==> src/rtl/fft_output_reader_if.sv <==
// ---------------------------------------------------------------------------
// fft_output_reader_if
//   Output stream bundle between the FFT read-side sequencer and the result
//   consumer. One word moves when out_valid and out_ready are both high at a
//   rising clock edge.
//
//   out_data   {real,imag} word as stored in the FFT result memory
//   out_index  bin index of out_data
//   out_valid  out_data/out_index/out_last are meaningful
//   out_ready  consumer can take the current word
//   out_last   marks the final bin of the frame
//
//   master: the sequencer (drives data/index/valid/last, samples ready)
//   slave : the consumer  (samples data/index/valid/last, drives ready)
// ---------------------------------------------------------------------------
interface fft_output_reader_if #(
  parameter int DATA_W = 16,
  parameter int AW     = 4
);
  logic [DATA_W-1:0] out_data;
  logic [AW-1:0]     out_index;
  logic              out_valid;
  logic              out_ready;
  logic              out_last;

  modport master (
    output out_data,
    output out_index,
    output out_valid,
    output out_last,
    input  out_ready
  );

  modport slave (
    input  out_data,
    input  out_index,
    input  out_valid,
    input  out_last,
    output out_ready
  );
endinterface

==> src/rtl/fft_output_reader.sv <==
// ---------------------------------------------------------------------------
// fft_output_reader
//   Read-side sequencer for the FFT result memory. A start pulse makes it walk
//   addresses 0..N-1 in natural order (N chosen by mode), register each word
//   read from the combinational memory port and stream it to the consumer
//   over a valid/ready handshake.
//
// Ports
//   clk       rising-edge clock
//   rst       asynchronous, active-low reset
//   start     1-cycle request to stream one frame (ignored while busy)
//   abort     drop the current frame and go idle, no done pulse
//   mode      frame size select: 0:N=4, 1:N=8, 2:N=16, other:N=FFT_SIZE
//   mem_addr  read address to the FFT memory
//   mem_data  combinational read data from the FFT memory
//   busy      high from an accepted start until the frame ends or aborts
//   done      1-cycle pulse after the last word has been accepted
//   out       output stream (master side of fft_output_reader_if)
// ---------------------------------------------------------------------------
module fft_output_reader #(
  parameter int BIT_WIDTH = 8,
  parameter int MODE_NUM  = 3,
  parameter int FFT_SIZE  = 16,
  localparam int AW       = $clog2(FFT_SIZE),
  localparam int MW       = (MODE_NUM > 1) ? $clog2(MODE_NUM) : 1
) (
  input  logic                   clk,
  input  logic                   rst,
  input  logic                   start,
  input  logic                   abort,
  input  logic [MW-1:0]          mode,
  output logic [AW-1:0]          mem_addr,
  input  logic [2*BIT_WIDTH-1:0] mem_data,
  output logic                   busy,
  output logic                   done,
  fft_output_reader_if.master    out
);

  typedef enum logic [1:0] {
    IDLE   = 2'd0,
    STREAM = 2'd1,
    DRAIN  = 2'd2
  } state_t;

  state_t        state;
  logic [AW-1:0] last_addr;

  // Index of the final bin for a given mode; sizes larger than the memory
  // are clamped so the compare never needs more than AW bits.
  function automatic logic [AW-1:0] last_index(input logic [MW-1:0] m);
    int n;
    case (m)
      MW'(0):  n = 4;
      MW'(1):  n = 8;
      MW'(2):  n = 16;
      default: n = FFT_SIZE;
    endcase
    if (n > FFT_SIZE) n = FFT_SIZE;
    return AW'(n - 1);
  endfunction

  // Single sequencing process. The output register is reloaded whenever it
  // is empty or its word is being taken, so a ready consumer sees one word
  // per cycle while a stalled one sees every output frozen. The address
  // register always points one bin ahead of out_index. Abort is checked
  // first so it beats both a load and a new start in the same cycle.
  always_ff @(posedge clk or negedge rst) begin
    if (!rst) begin
      state         <= IDLE;
      last_addr     <= '0;
      mem_addr      <= '0;
      busy          <= 1'b0;
      done          <= 1'b0;
      out.out_data  <= '0;
      out.out_index <= '0;
      out.out_valid <= 1'b0;
      out.out_last  <= 1'b0;
    end else begin
      done <= 1'b0;
      if (abort && (state != IDLE)) begin
        state         <= IDLE;
        mem_addr      <= '0;
        busy          <= 1'b0;
        out.out_valid <= 1'b0;
        out.out_last  <= 1'b0;
      end else begin
        case (state)
          IDLE: begin
            if (start && !abort) begin
              last_addr <= last_index(mode);
              mem_addr  <= '0;
              busy      <= 1'b1;
              state     <= STREAM;
            end
          end
          STREAM: begin
            if (!out.out_valid || out.out_ready) begin
              out.out_data  <= mem_data;
              out.out_index <= mem_addr;
              out.out_valid <= 1'b1;
              out.out_last  <= (mem_addr == last_addr);
              if (mem_addr == last_addr) begin
                mem_addr <= '0;
                state    <= DRAIN;
              end else begin
                mem_addr <= mem_addr + AW'(1);
              end
            end
          end
          DRAIN: begin
            if (out.out_valid && out.out_ready) begin
              out.out_valid <= 1'b0;
              out.out_last  <= 1'b0;
              busy          <= 1'b0;
              done          <= 1'b1;
              state         <= IDLE;
            end
          end
          default: state <= IDLE;
        endcase
      end
    end
  end

endmodule

==> src/flat_wrapper.sv <==
// flat-port wrapper written by rule: the top's interface ports become plain ports
module fft_output_reader_flat 
#(
  parameter int BIT_WIDTH = 8,
  parameter int MODE_NUM  = 3,
  parameter int FFT_SIZE  = 16,
  localparam int AW       = $clog2(FFT_SIZE),
  localparam int MW       = (MODE_NUM > 1) ? $clog2(MODE_NUM) : 1
)
  (clk, rst, start, abort, mode, mem_addr, mem_data, busy, done, out_out_data, out_out_index, out_out_valid, out_out_last, out_out_ready);
  fft_output_reader_if #(.DATA_W((16)), .AW((4))) out_i ();
  input  logic clk;
  input  logic rst;
  input  logic start;
  input  logic abort;
  input  logic [MW-1:0] mode;
  output logic [AW-1:0] mem_addr;
  input  logic [2*BIT_WIDTH-1:0] mem_data;
  output logic busy;
  output logic done;
  output wire logic [$bits(out_i.out_data)-1:0] out_out_data;
  output wire logic [$bits(out_i.out_index)-1:0] out_out_index;
  output wire logic [$bits(out_i.out_valid)-1:0] out_out_valid;
  output wire logic [$bits(out_i.out_last)-1:0] out_out_last;
  input wire logic [$bits(out_i.out_ready)-1:0] out_out_ready;
  assign out_out_data = out_i.out_data;
  assign out_out_index = out_i.out_index;
  assign out_out_valid = out_i.out_valid;
  assign out_out_last = out_i.out_last;
  assign out_i.out_ready = out_out_ready;
  fft_output_reader #(.BIT_WIDTH(BIT_WIDTH), .MODE_NUM(MODE_NUM), .FFT_SIZE(FFT_SIZE)) u_core (.clk(clk), .rst(rst), .start(start), .abort(abort), .mode(mode), .mem_addr(mem_addr), .mem_data(mem_data), .busy(busy), .done(done), .out(out_i));
endmodule
==> config.mk <==
export PLATFORM = sky130hd
export DESIGN_NAME = fft_output_reader_flat
export DESIGN_NICKNAME = d
export VERILOG_FILES = /design/src/rtl/fft_output_reader_if.sv /design/src/rtl/fft_output_reader.sv /design/src/flat_wrapper.sv
export SDC_FILE = /design/constraint.sdc
export NUM_CORES = 1
export LEC_CHECK = 0
export CAP_MARGIN = 5
export CORE_MARGIN = 1.5
export CORE_UTILIZATION = 45
export DETAILED_ROUTE_END_ITERATION = 6
export GPL_TIMING_DRIVEN = 0
export MAX_ROUTING_LAYER = met4
export PLACE_DENSITY_LB_ADDON = 0.2
export SYNTH_ARGS = -nofsm -noshare
export SYNTH_HDL_FRONTEND = slang
export SYNTH_SLANG_ARGS = --single-unit
==> constraint.sdc <==
create_clock -name clk -period 2.35 [get_ports clk]
set_clock_uncertainty 0.1 [all_clocks]
set_input_delay 0.3525 -clock clk [delete_from_list [all_inputs] [get_ports clk]]
set_output_delay 0.3525 -clock clk [all_outputs]
set_load 0.02 [all_outputs]
After elaboration in Yosys (flattened, before gate mapping)
Index checks and enable logic that the tools add are counted.

word-level totals
  logic and storage cells = 71
  output and inout port bits = 28
  bits in registers = 34

operators by class
  multiplexer cells = 32
  add/subtract/negate cells = 2
  magnitude comparators = 1
  bitwise operators = 1
  equality and inequality tests = 8
  reduce and logical (&&, ||, !) cells = 18

operators with widths
  operator                                              number
  2-to-1 mux 32 bit                                     3
  > comparator 32 x 6 -> 1 bit (second input constant)  1
  2-to-1 mux 4 bit                                      8
  AND reduction 3 bit                                   5
  != test 3 x 1 -> 1 bit (second input constant)        4
  2-to-1 mux 1 bit                                      10
  2-to-1 mux 2 bit                                      5
  case mux 5 bit (2 select lines)                       1
  nonzero test 3 bit                                    3
  case mux 4 bit (2 select lines)                       1
  case mux 1 bit (2 select lines)                       3
  case mux 2 bit (3 select lines)                       1
  adder 4 x 1 -> 4 bit (second input constant)          1
  == test 2 x 1 -> 1 bit (second input constant)        2
  == test 4 bit                                         1
  zero test 2 bit                                       2
  AND reduction 4 bit                                   1
  subtractor 4 x 2 -> 4 bit (second input constant)     1
  logical AND 1 bit                                     3
  == test 2 bit (second input constant)                 1
  zero test 1 bit                                       2
  nonzero test 2 bit                                    1
  logical OR 1 bit                                      1
  NOT 1 bit                                             1

Logic depth before layout (Yosys ltp)
  depth in word-level cells = 11
  depth in mapped cells = 8

Least setup slack after synthesis
Ideal clock, no wire load.

  path kind = register to register
  start point = register u_core.state[0]
  end point = register u_core.out.out_data[0]
  path slack = 0.383 ns
  path buffers = 2
  arrival time = 1.739 ns
  stages on the path, launching flop included = 9
  setup time = 0.128 ns
  period minus slack after synthesis = 1.967 ns
  required time = 2.122 ns
  cell sequence = dfrtp_1 > inv_1 > ha_1 > buf_4 > nand2b_2 > and2_4 > nand2b_2 > buf_6 > mux2_1

between the ends
  longest elaborated chain between the ends = 4
  elaborated cells between the ends (all ways) = 5

ends and longest elaborated chain
  what                                      line                        source
  start: declaration                        fft_output_reader.sv:45     state_t state;
  start signal: assignment                  fft_output_reader.sv:69     state <= IDLE;
  start signal: assignment                  fft_output_reader.sv:81     state <= IDLE;
  start signal: assignment                  fft_output_reader.sv:93     state <= STREAM;
  nonzero test 2 bit                        fft_output_reader.sv:80     if (abort && (state != IDLE)) begin
  logical AND 1 bit                         fft_output_reader.sv:80
  NOT 1 bit (no source line)                -
  AND reduction 3 bit (no source line) (*)  -
  end signal: assignment                    fft_output_reader.sv:98     out.out_data <= mem_data;
  end: declaration                          fft_output_reader_if.sv:27  output out_data,

Every way passes the cells marked *; elsewhere a longest branch is shown, timed or not.
A chain may end at the register's enable or synchronous reset.

Worst setup path in the final report
  start point = register u_core.state[1]
  end point = register u_core.out.out_data[9]

Same word-level chain as after synthesis.

==> flow_summary.yaml <==
status:
  status: "complete, no violations"
pwr:
  power_density_nw_per_um2: 1230
  vdd.ir_drop.worst_v: 0.000473
  power.total_mw: 2.84
  power_leakage_nw: 1.00
route:
  ant_nets: 0
  avgViaCountPerCell: 5.18
  drt_pass1_iterations: 4
  routed-via-count: 1206
  wire_per_inst_um: 13.9
  drtIter0Drc: 36
  drc: 0
  wl_um: 3230
global_routing:
  antenna_found_initial: 0
  grt_util_all_layers: 0.187
  grt-ovfl-total: 0
  grt_max_degree: 34
  grt_pass1_vias: 1286
  grt_pass1_wl_um: 5780
floorplan:
  die_y_um: 64.1
  coreArea_um2: 3630
  die-area_um2: 4100
  io_pins: 51
  die_w_um: 64.1
  start_util: 0.462
  rows: 22
final_layout:
  final_common_cell: "clkdlybuf4s50_1"
  final_cell_mix: "clkdlybuf4s50_1, dfrtp_1, mux2_1"
  final_cells: 233
  antennaDiodeCount: 0
  stdcell_area_um2: 2320
  final_util: 0.637
  layout-drive-gt1-share: 0.146
  area_growth_pct: 38.0
  final_nets: 212
critical_path:
  r2r-end: "u_core.out.out_data[9]"
  crit_top_cell: "nand2b_2"
  end_kind: "flop"
  crit_path_top_delay_cell: "dfrtp_1"
  required_ns: 2.41
  ff2ff_setup_slack_ns: 0.17
  reg2regPathDepth: 8
  worst-setup-path-type: "reg -> reg"
  crit_end: "u_core.out.out_data[9]"
  crit_path_cell_trace: "inv_1 > ha_1 > buf_4 > nand2b_2 > and2_4 > nand2b_2 > buf_6 > mux2_1"
  start_kind: "flop"
  worstPathArrival_ns: 2.24
  cp_max_fo: 10
  r2r-start: "u_core.state[1]"
  crit_start: "u_core.state[1]"
  slowest_delay_ns: 0.48
logic_synthesis:
  synth_edf_count: 0
  yosysUniqueCellTypes: 41
  ys.flop_type: "dfrtp_1"
  synth_async_sr_flop_share: 1.00
  synth.net_count: 155
  avgSynthCellArea_um2: 13.2
  synth-seq-cells: 33
  synth_area_um2: 1680
  seq_area_frac_synth: 0.492
  syn_inst: 127
  ys_warn_count: 0
job:
  cap_violations: 0
sta:
  fin_setup_tns_ns: 0
  tightestPinTransition_ns: 0.711
  finalCriticalPeriod_ns: 2.18
  setup_violations: 0
  hold_viol_final: 0
  setup_ws_ns: 0.167
  slew_viol_final: 0
  rsz0062_at_grt: "false"
  slew_headroom: 0.526
  finalCritPeriodShare: 0.929
  holdWs_ns: 0.0236
  max_freq_ghz: 0.458
place:
  globalplace.congestion: 0.839
  port_buffers: 50
  hpwl_um: 2420
  dp.cells: 225
  placed_cell_area_um2: 2230
  dp_slack_ns: 0.185
clock_network:
  clk_latency_ns: 0.28
  path_clk_slew_ns: 0.06
  cts_tree: "built"
  holdBufCountCts: 0
  cts.htree.levels: 2
  cts_setup_buffers: 0
  cts_root_buffer: "clkbuf_8"
  cts_buffers: 5
  cts_sinks: 33
  cts_max_path_buffers: 2
  postCtsResizedCells: 0
min_path:
  min_path_type: "in -> async"
## power by group
| part | switching (mW) | total, mW | leakage, nW | internal [mW] |
|---|---|---|---|---|
| logic | 0.705 | 1.47 | 0.547 | 0.767 |
| registers | 0.181 | 0.975 | 0.408 | 0.794 |
| clock network | 0.191 | 0.396 | 0.0450 | 0.205 |
| total | 1.08 | 2.84 | 1.00 | 1.77 |
## critical path: cells and delay by family (launching register included)
family | cells | cell delay, ns
adder cells (fa/ha/maj) | 1 | 0.20
buffers and inverters | 3 | 0.45
flip-flops | 1 | 0.48
AND/OR/NAND/NOR | 3 | 0.50
multiplexers | 1 | 0.33
## cell type report
| cell class | instances | area (um^2) |
|---|---|---|
| tap | 48 | 60.1 |
| timing repair buffer | 50 | 495 |
| multi-input combinational | 86 | 803 |
| inverter | 5 | 18.8 |
| clock buffer | 6 | 72.6 |
| clock inverter | 2 | 10.0 |
| fill | 301 | 1320 |
| buffer | 3 | 30.0 |
| sequential | 33 | 826 |
## cell usage after synthesis, types with 2 or more instances
library cell,number,share of area
dfrtp_1,33,0.49
mux2_1,20,0.13
ha_1,5,0.037
inv_1,5,0.011
mux2i_1,5,0.030
nand3_1,5,0.015
nand2_1,4,0.0089
mux2_2,3,0.020
nand2b_1,3,0.011
nor2b_1,3,0.011
a21oi_1,2,0.0060
buf_6,2,0.013
nand2b_2,2,0.010
nor2_1,2,0.0045
o211ai_1,2,0.0089
o21ai_0,2,0.0060
o21ai_1,2,0.0060
o2bb2ai_1,2,0.010
o31ai_1,2,0.0089
xnor2_2,2,0.019
## logic make-up (layout without fill, tap and decap cells)
kind of cell / Yosys count / in the layout / synth area share
flip-flops: 33 / 33 / 0.492
XOR/XNOR: 2 / 2 / 0.0194
AND/OR/NAND/NOR: 32 / 32 / 0.130
buffers and inverters: 8 / 66 / 0.0291
AO/OA/AOI/OAI: 19 / 19 / 0.108
adder cells (fa/ha/maj): 5 / 5 / 0.0373
multiplexers: 28 / 28 / 0.184
## how the worst min path moves through the flow
stage	start	endpoint	slack, ns
2_1_floorplan	rst	u_core.busy	-0.04
3_3_place_gp	u_core.out.out_data[2]	u_core.out.out_data[2]	0.37
3_5_place_dp	rst	u_core.out.out_data[0]	0.35
4_1_cts	rst	u_core.out.out_data[15]	0.04
5_1_grt	rst	u_core.out.out_data[0]	0.08
6_report	rst	u_core.out.out_data[0]	0.02
## state kept, by name, summed over array words and instances (netlist names)
signal and flops:
u_core.out.out_valid 1, u_core.last_addr 3, u_core.out.out_data 16, u_core.out.out_last 1, u_core.mem_addr 4, u_core.state 2
u_core.done 1, u_core.out.out_index 4, u_core.busy 1
## layer usage
layer | share of wire | vias up | routed length [um] | global-route usage
met5 | 0 | - | 0 | -
met4 | 0.013 | 0 | 42 | 0.0788
met3 | 0.049 | 4 | 159 | 0.0387
met2 | 0.51 | 35 | 1640 | 0.309
met1 | 0.43 | 589 | 1390 | 0.222
li1 | - | 578 | - | -
No activity file was read; power rests on OpenSTA's default activity.
